`config.mk`:
```
export PLATFORM = sky130hd
export DESIGN_NAME = reg_file
export DESIGN_NICKNAME = d
export VERILOG_FILES = /design/src/rtl/reg_file.sv
export SDC_FILE = /design/constraint.sdc
export NUM_CORES = 2
export LEC_CHECK = 0
export BUFFER_PORTS_ARGS = -buffer_cell sky130_fd_sc_hd__buf_2
export CORE_ASPECT_RATIO = 0.7
export CORE_UTILIZATION = 40
export CTS_CLUSTER_DIAMETER = 60
export DETAILED_ROUTE_END_ITERATION = 8
export PLACE_DENSITY = 0.58
export SLEW_MARGIN = 30
export SYNTH_ARGS = -nofsm -noshare
export SYNTH_HDL_FRONTEND = slang
export SYNTH_SLANG_ARGS = --single-unit
```
`constraint.sdc`:
```
create_clock -name CLK -period 4.3 [get_ports CLK]
set_input_delay 0.645 -clock CLK [delete_from_list [all_inputs] [get_ports CLK]]
set_output_delay 0.645 -clock CLK [all_outputs]
set_load 0.01 [all_outputs]
```
`src/rtl/reg_file.sv`:
```
// Purpose: RV32I architectural register file, 32 x DATA_WIDTH, x0 reads zero, write-to-read bypass.
// Latency: reads are combinational (0 cycles); writes commit on the next CLK rising edge.
// Backpressure: none; every write request is accepted in its cycle (x0 writes are dropped).
module reg_file #(
  parameter int DATA_WIDTH = 32,
  parameter int ADDR_WIDTH = 5,
  parameter int CNT_WIDTH  = 32
) (
  input  logic                  CLK,
  input  logic                  RSTN,
  input  logic                  REG_WRITE_EN,
  input  logic [ADDR_WIDTH-1:0] WRITE_ADDR,
  input  logic [DATA_WIDTH-1:0] WRITE_DATA,
  input  logic [ADDR_WIDTH-1:0] READ_ADDR1,
  input  logic [ADDR_WIDTH-1:0] READ_ADDR2,
  output logic [DATA_WIDTH-1:0] REG_READ1,
  output logic [DATA_WIDTH-1:0] REG_READ2,
  input  logic [ADDR_WIDTH-1:0] DBG_ADDR,
  output logic [DATA_WIDTH-1:0] DBG_DATA,
  output logic [CNT_WIDTH-1:0]  WR_COUNT
);

  localparam int DEPTH = 2 ** ADDR_WIDTH;

  // Entry 0 has no storage; it is supplied as a constant in the read view.
  logic [DATA_WIDTH-1:0] regs_q [1:DEPTH-1];
  logic [DATA_WIDTH-1:0] rd_view [DEPTH];
  logic [CNT_WIDTH-1:0]  wr_count_q, wr_count_d;
  logic                  wr_commit;
  logic                  byp1, byp2;
  logic [DATA_WIDTH-1:0] rd1_stored, rd2_stored;

  assign wr_commit = REG_WRITE_EN && (WRITE_ADDR != '0);

  // Storage: async clear, each entry loads only when it is the committed destination.
  always_ff @(posedge CLK or negedge RSTN) begin
    if (!RSTN) begin
      for (int i = 1; i < DEPTH; i++) begin
        regs_q[i] <= '0;
      end
    end else begin
      for (int i = 1; i < DEPTH; i++) begin
        if (wr_commit && (WRITE_ADDR == ADDR_WIDTH'(i))) begin
          regs_q[i] <= WRITE_DATA;
        end
      end
    end
  end

  // Committed-write counter next state; wraps naturally at 2**CNT_WIDTH.
  always_comb begin
    wr_count_d = wr_count_q;
    if (wr_commit) begin
      wr_count_d = wr_count_q + CNT_WIDTH'(1);
    end
  end

  // Counter register.
  always_ff @(posedge CLK or negedge RSTN) begin
    if (!RSTN) begin
      wr_count_q <= '0;
    end else begin
      wr_count_q <= wr_count_d;
    end
  end

  // Fully decoded read view of committed state, index 0 tied to zero.
  always_comb begin
    rd_view[0] = '0;
    for (int i = 1; i < DEPTH; i++) begin
      rd_view[i] = regs_q[i];
    end
  end

  // Bypass selects are gated by reset and never fire for x0.
  assign byp1 = RSTN && REG_WRITE_EN && (READ_ADDR1 != '0) && (WRITE_ADDR == READ_ADDR1);
  assign byp2 = RSTN && REG_WRITE_EN && (READ_ADDR2 != '0) && (WRITE_ADDR == READ_ADDR2);

  assign rd1_stored = rd_view[READ_ADDR1];
  assign rd2_stored = rd_view[READ_ADDR2];

  // Bypass kept as the last mux so WRITE_DATA sees a single mux level to the ALU.
  assign REG_READ1 = byp1 ? WRITE_DATA : rd1_stored;
  assign REG_READ2 = byp2 ? WRITE_DATA : rd2_stored;

  // Debug port shows committed state only.
  assign DBG_DATA  = rd_view[DBG_ADDR];
  assign WR_COUNT  = wr_count_q;

endmodule

```
### Yosys cells after proc, flatten, opt, wreduce, memory -nomap -nowiden

Index checks and enable logic that the tools add are counted.

| storage, ports and cells | value |
|---|---|
| output and inout port bits | 128 |
| register bits after elaboration | 1024 |

| operators by class | value |
|---|---|
| bitwise logic cells | 3 |
| reduce and logical (&&, ||, !) cells | 40 |
| order comparisons | 3 |
| $add $sub $neg | 1 |
| muxes and demuxes | 11 |
| equal/unequal tests | 33 |

Operator list:

| cell | count |
|---|---|
| $bmux W32 S5 | 3 |
| $mux W32 | 8 |
| $eq A5 B5 Y1 const B | 16 |
| $eq A5 B4 Y1 const B | 8 |
| $logic_and A1 B1 Y1 | 37 |
| $add A32 B1 Y32 const B | 1 |
| $eq A5 B3 Y1 const B | 4 |
| $ge A6 B6 Y1 const B | 3 |
| $not A5 Y6 | 3 |
| $reduce_bool A5 Y1 | 3 |
| $eq A5 B2 Y1 const B | 2 |
| $eq A5 B5 Y1 | 2 |
| $eq A5 B1 Y1 const B | 1 |

### Longest topological paths before layout

| depth | value |
|---|---|
| word-level depth | 5 |
| mapped depth | 9 |
| depth with buffers taken out | 6 |

### Least setup slack after synthesis

OpenSTA, ideal clock, no wires.

| timing path | value |
|---|---|
| path type | input to output |
| from | input DBG_ADDR[1] |
| to | output DBG_DATA[10] |
| slack | 1138 ps |
| cell stages on the path | 7 |
| arrival | 2517 ps |
| buffers on the path | 4 |
| cells stage by stage | clkbuf_1 > buf_2 > clkbuf_1 > buf_2 > mux4_2 > mux4_2 > mux2_2 |

| between the ends | value |
|---|---|
| word-level cells in the longest chain between the ends | 4 |

Ends and longest elaborated chain:

| element | RTL line | RTL |
|---|---|---|
| start, declared | 18 | `input logic [ADDR_WIDTH-1:0] DBG_ADDR,` |
| $not A5 Y6 (not written as such) | 87 | `assign DBG_DATA = rd_view[DBG_ADDR];` |
| $bmux W32 S5 | 87 |  |
| $mux W32 (not written as such) (2 in a row) | 87 |  |
| end, declared | 19 | `output logic [DATA_WIDTH-1:0] DBG_DATA,` |

No other way between the ends. The select of a mux whose other input is x is not followed.

### Worst setup path in the final report

| timing path | value |
|---|---|
| from | input READ_ADDR2[1] |
| to | output REG_READ2[27] |

| between the ends | value |
|---|---|
| word-level cells in the longest chain between the ends | 5 |
| elaborated cells on any way between the ends | 9 |
| those cells by class | eq/ne: 1; mux: 4; bitwise: 1; reduce/logical: 3 |

Ends and longest elaborated chain:

| element | RTL line | RTL |
|---|---|---|
| start, declared | 15 | `input logic [ADDR_WIDTH-1:0] READ_ADDR2,` |
| $not A5 Y6 (not written as such) | 80 | `assign rd2_stored = rd_view[READ_ADDR2];` |
| $bmux W32 S5 | 80 |  |
| $mux W32 (not written as such) (2 in a row) | 80 |  |
| $mux W32 * | 84 | `assign REG_READ2 = byp2 ? WRITE_DATA : rd2_stored;` |
| end, declared | 17 | `output logic [DATA_WIDTH-1:0] REG_READ2,` |

Mark *: on every way between the ends. The rest lies on a longest branch, timed or not. The select of a mux whose other input is x is not followed.

==> metrics.md <==
| Metric | Value |
|---|---|
| Status | `completed` |
| Final non-filler cell total | `roughly 6,600` |
| Synthesized area per cell | `~14 um^2` |
| Total number of vias | `45,200` |
| Wire length per cell | `36.9 um` |
| Fin crit share | `0.936` |
| Cts bufs inserted | `between 100 and 150` |
| GRT Resource Usage Total | `0.307` |
| Max Freq | `~250 MHz` |
| Family with the most delay on the worst path | `buffers and inverters` |
| Layout cells sized above 1 | `0.554` |
| Die width | `roughly 480 um` |
| Port Buffers | `about 180` |
| Placed Instances | `approximately 6,400` |
| Leak Pwr | `approximately 30 nW` |
| FF+latch count, synth | `a little over 1,000` |
| Largest cells by area after synthesis | `dfrtp_1, mux4_2, mux2_2` |
| Syn Nets | `4,406` |
| Synth top area share | `0.408` |
| First-pass detailed-route iteration total | `6` |
| Vias per cell | `~6.9` |
| Post-route setup TNS | `0 ns` |
| GPL Wtd Cong | `between 0.8 and 0.9` |
| Final Hold Vio Count | `0` |
| Nets | `approximately 4,500` |
| Clock skew | `0.00548 ns` |
| Max-slew violations | `0` |
| Count of cell types in the netlist | `between 50 and 60` |
| Worst setup EP type | `output port` |
| Largest fanout on the critical path | `46` |
| Sequential area share after synthesis | `0.408` |
| Max-slew headroom | `0.277` |
| Post-CTS Resized | `0` |
| Core area | `156,000 um^2` |
| Initial core utilization | `0.403` |
| Critical path type | `input port to output port` |
| CTS Root Cell | `clkbuf_16` |
| Post-route ant nets | `0` |
| Largest net degree at the start of global routing | `141` |
| Synth warn | `0` |
| Row count | `approximately 120` |
| Primary FF master, synth | `dfrtp_1` |
| Clock sinks | `1,024` |
| Global-route wire length before repair | `approximately 350,000 um` |
| Die height | `between 300 and 400 um` |
| Initial antenna violation count | `22` |
| Post-synth top area cell | `dfrtp_1` |
| Cell area after synthesis | `roughly 63,000 um^2` |
| CTS clk-pin slew, worst paths | `roughly 0.060 ns` |
| Cells along the critical path | `buf_8 -> buf_12 -> mux2i_1 -> o221ai_1 -> a211oi_1 -> o31ai_1 -> buf_4 -> buf_2` |
| Final setup viols | `0` |
| Worst Setup Start Kind | `input port` |
| Clock Latency Late Sink | `between 0.7 and 0.8 ns` |
| Synth-to-Final Area Change | `13.1%` |
| Hold Crit Class | `input port to async pin` |
| Worst Max-Slew Pin Slew | `1.08 ns` |
| Clock buffer depth | `3` |
| Critical Path AT | `about 3.4 ns` |
| Slowest stage delay, CP | `roughly 0.66 ns` |
| Min cycle time layout | `~4.0 ns` |
| Dpl hpwl | `approximately 150,000 um` |
| Number of max-cap violations | `0` |
| Pwr Density | `about 450 nW/um^2` |
| Total setup buffers inserted after CTS | `0` |
| Total grt overflow | `0` |
| CP bufs+invs | `4` |
| CTS Hold Bufs | `0` |
| Vias in the first global route | `around 44,000` |
| Slowest CP cell | `mux2i_1` |
| H-tree depth | `3` |
| Drt total wl | `about 240,000 um` |
| I/O pin cnt | `about 180` |
| Post-synthesis cell count | `around 4,400` |
| EDFF count, synth | `0` |
| FFs w/ async S/R, synth | `1.00` |
| Worst vdd ir | `a little under 400 uV` |
| DR iter-0 viols | `~5,900` |
| CTS tree | `yes` |
| RSZ-0062 raised after global routing | `no` |
| Die area | `roughly 160,000 um^2` |
| Critical Path RT | `approximately 3.7 ns` |
| Residual DRC | `0` |
worst reg2reg max path, stage by stage, from the launching register on:
cell and delay [ns]:
dfrtp_1 0.46, nand4_1 0.22, nor4_1 0.36, nor2b_1 0.57
nand4_1 0.21, xnor2_1 0.16
power by group:
part,switching [mW],internal [mW],leakage [nW]
Combinational,3.42,4.67,14.6
Sequential,1.89,11.5,13.1
Clock,4.45,6.03,1.93
layer usage:
metal,vias to the layer above,GRT usage,part of all wire
met3,523,0.104,0.12
met5,-,0,0.00043
met4,14,0.107,0.039
met1,24400,0.451,0.42
li1,17400,-,-
met2,2860,0.418,0.42
final cells by class:
cell class | instances | area, um^2
antenna | 5 | 12.5
clock buffer | 154 | 3210
clock inverter | 58 | 732
fill | 13800 | 84700
multi-input combinational | 2832 | 35200
sequential | 1024 | 25600
tap | 2091 | 2620
timing repair buffer | 427 | 3560
cells by family after synthesis:
family,after synthesis,synth area share
xor gates and xnor gates,39,0.00544
and+or+nand+nor,373,0.0288
AOI/OAI and AO/OA,480,0.0555
buffers and inverters,494,0.0358
muxes,1939,0.466
DFF,1024,0.408
adders and majority gates,1,0.000199
Yosys cell counts (21+ instances only):
library cell,n
o21ai_0,40
buf_1,67
xnor2_1,29
a221oi_1,36
buf_4,32
and2_1,21
o22ai_1,86
nor2b_1,26
dfrtp_1,1024
nand3_1,39
mux2_2,1143
buf_2,174
a22o_1,48
clkbuf_1,214
a31oi_1,24
nor2_1,55
a21oi_1,48
nand2_1,149
mux4_2,671
mux2i_1,119
a32o_1,24
a22oi_1,63
through the flow:
step / hold slack [ns] / util / power (mW) / setup slack [ns] / area [um^2]
after floorplan: 0.349 / - / 18.6 / 1.14 / 62800
after global placement: 0.467 / 0.430 / 21.2 / 0.412 / 67000
after detailed placement: 0.461 / 0.430 / 21.4 / 0.487 / 67000
after CTS: 0.132 / 0.456 / 31.9 / 0.482 / 70900
after global routing: 0.129 / 0.456 / 33.2 / 0.288 / 71000
final: 0.0570 / 0.456 / 32.0 / 0.274 / 71000
flip-flops by register name (all words and copies together) (netlist names):
register  cells
rd_view     992
WR_COUNT     32
cell usage in the layout, fill, tap and decap left out, types with 63 or more instances in the layout:
cell type  count
mux2_2      1143
buf_2        167
mux4_2       671
buf_4        192
dfrtp_1     1024
o22ai_1       86
mux2i_1      119
a22oi_1       63
nand2_1      137
clkbuf_16    113
final timing paths:
kind	start	end	slack (ns)	cells after the start
setup / recovery	READ_ADDR2[1]	REG_READ2[27]	0.27	8
hold / removal	RSTN	rd_view[91]	0.06	2
setup reg to reg	WR_COUNT[8]	WR_COUNT[30]	2.21	5
hold reg to reg	WR_COUNT[31]	WR_COUNT[31]	0.48	1
max in group asynchronous	RSTN	rd_view[363]	2.56	3
min in group CLK	REG_WRITE_EN	WR_COUNT[4]	0.41	3
Note: power is estimated with default switching activity, not from simulation.
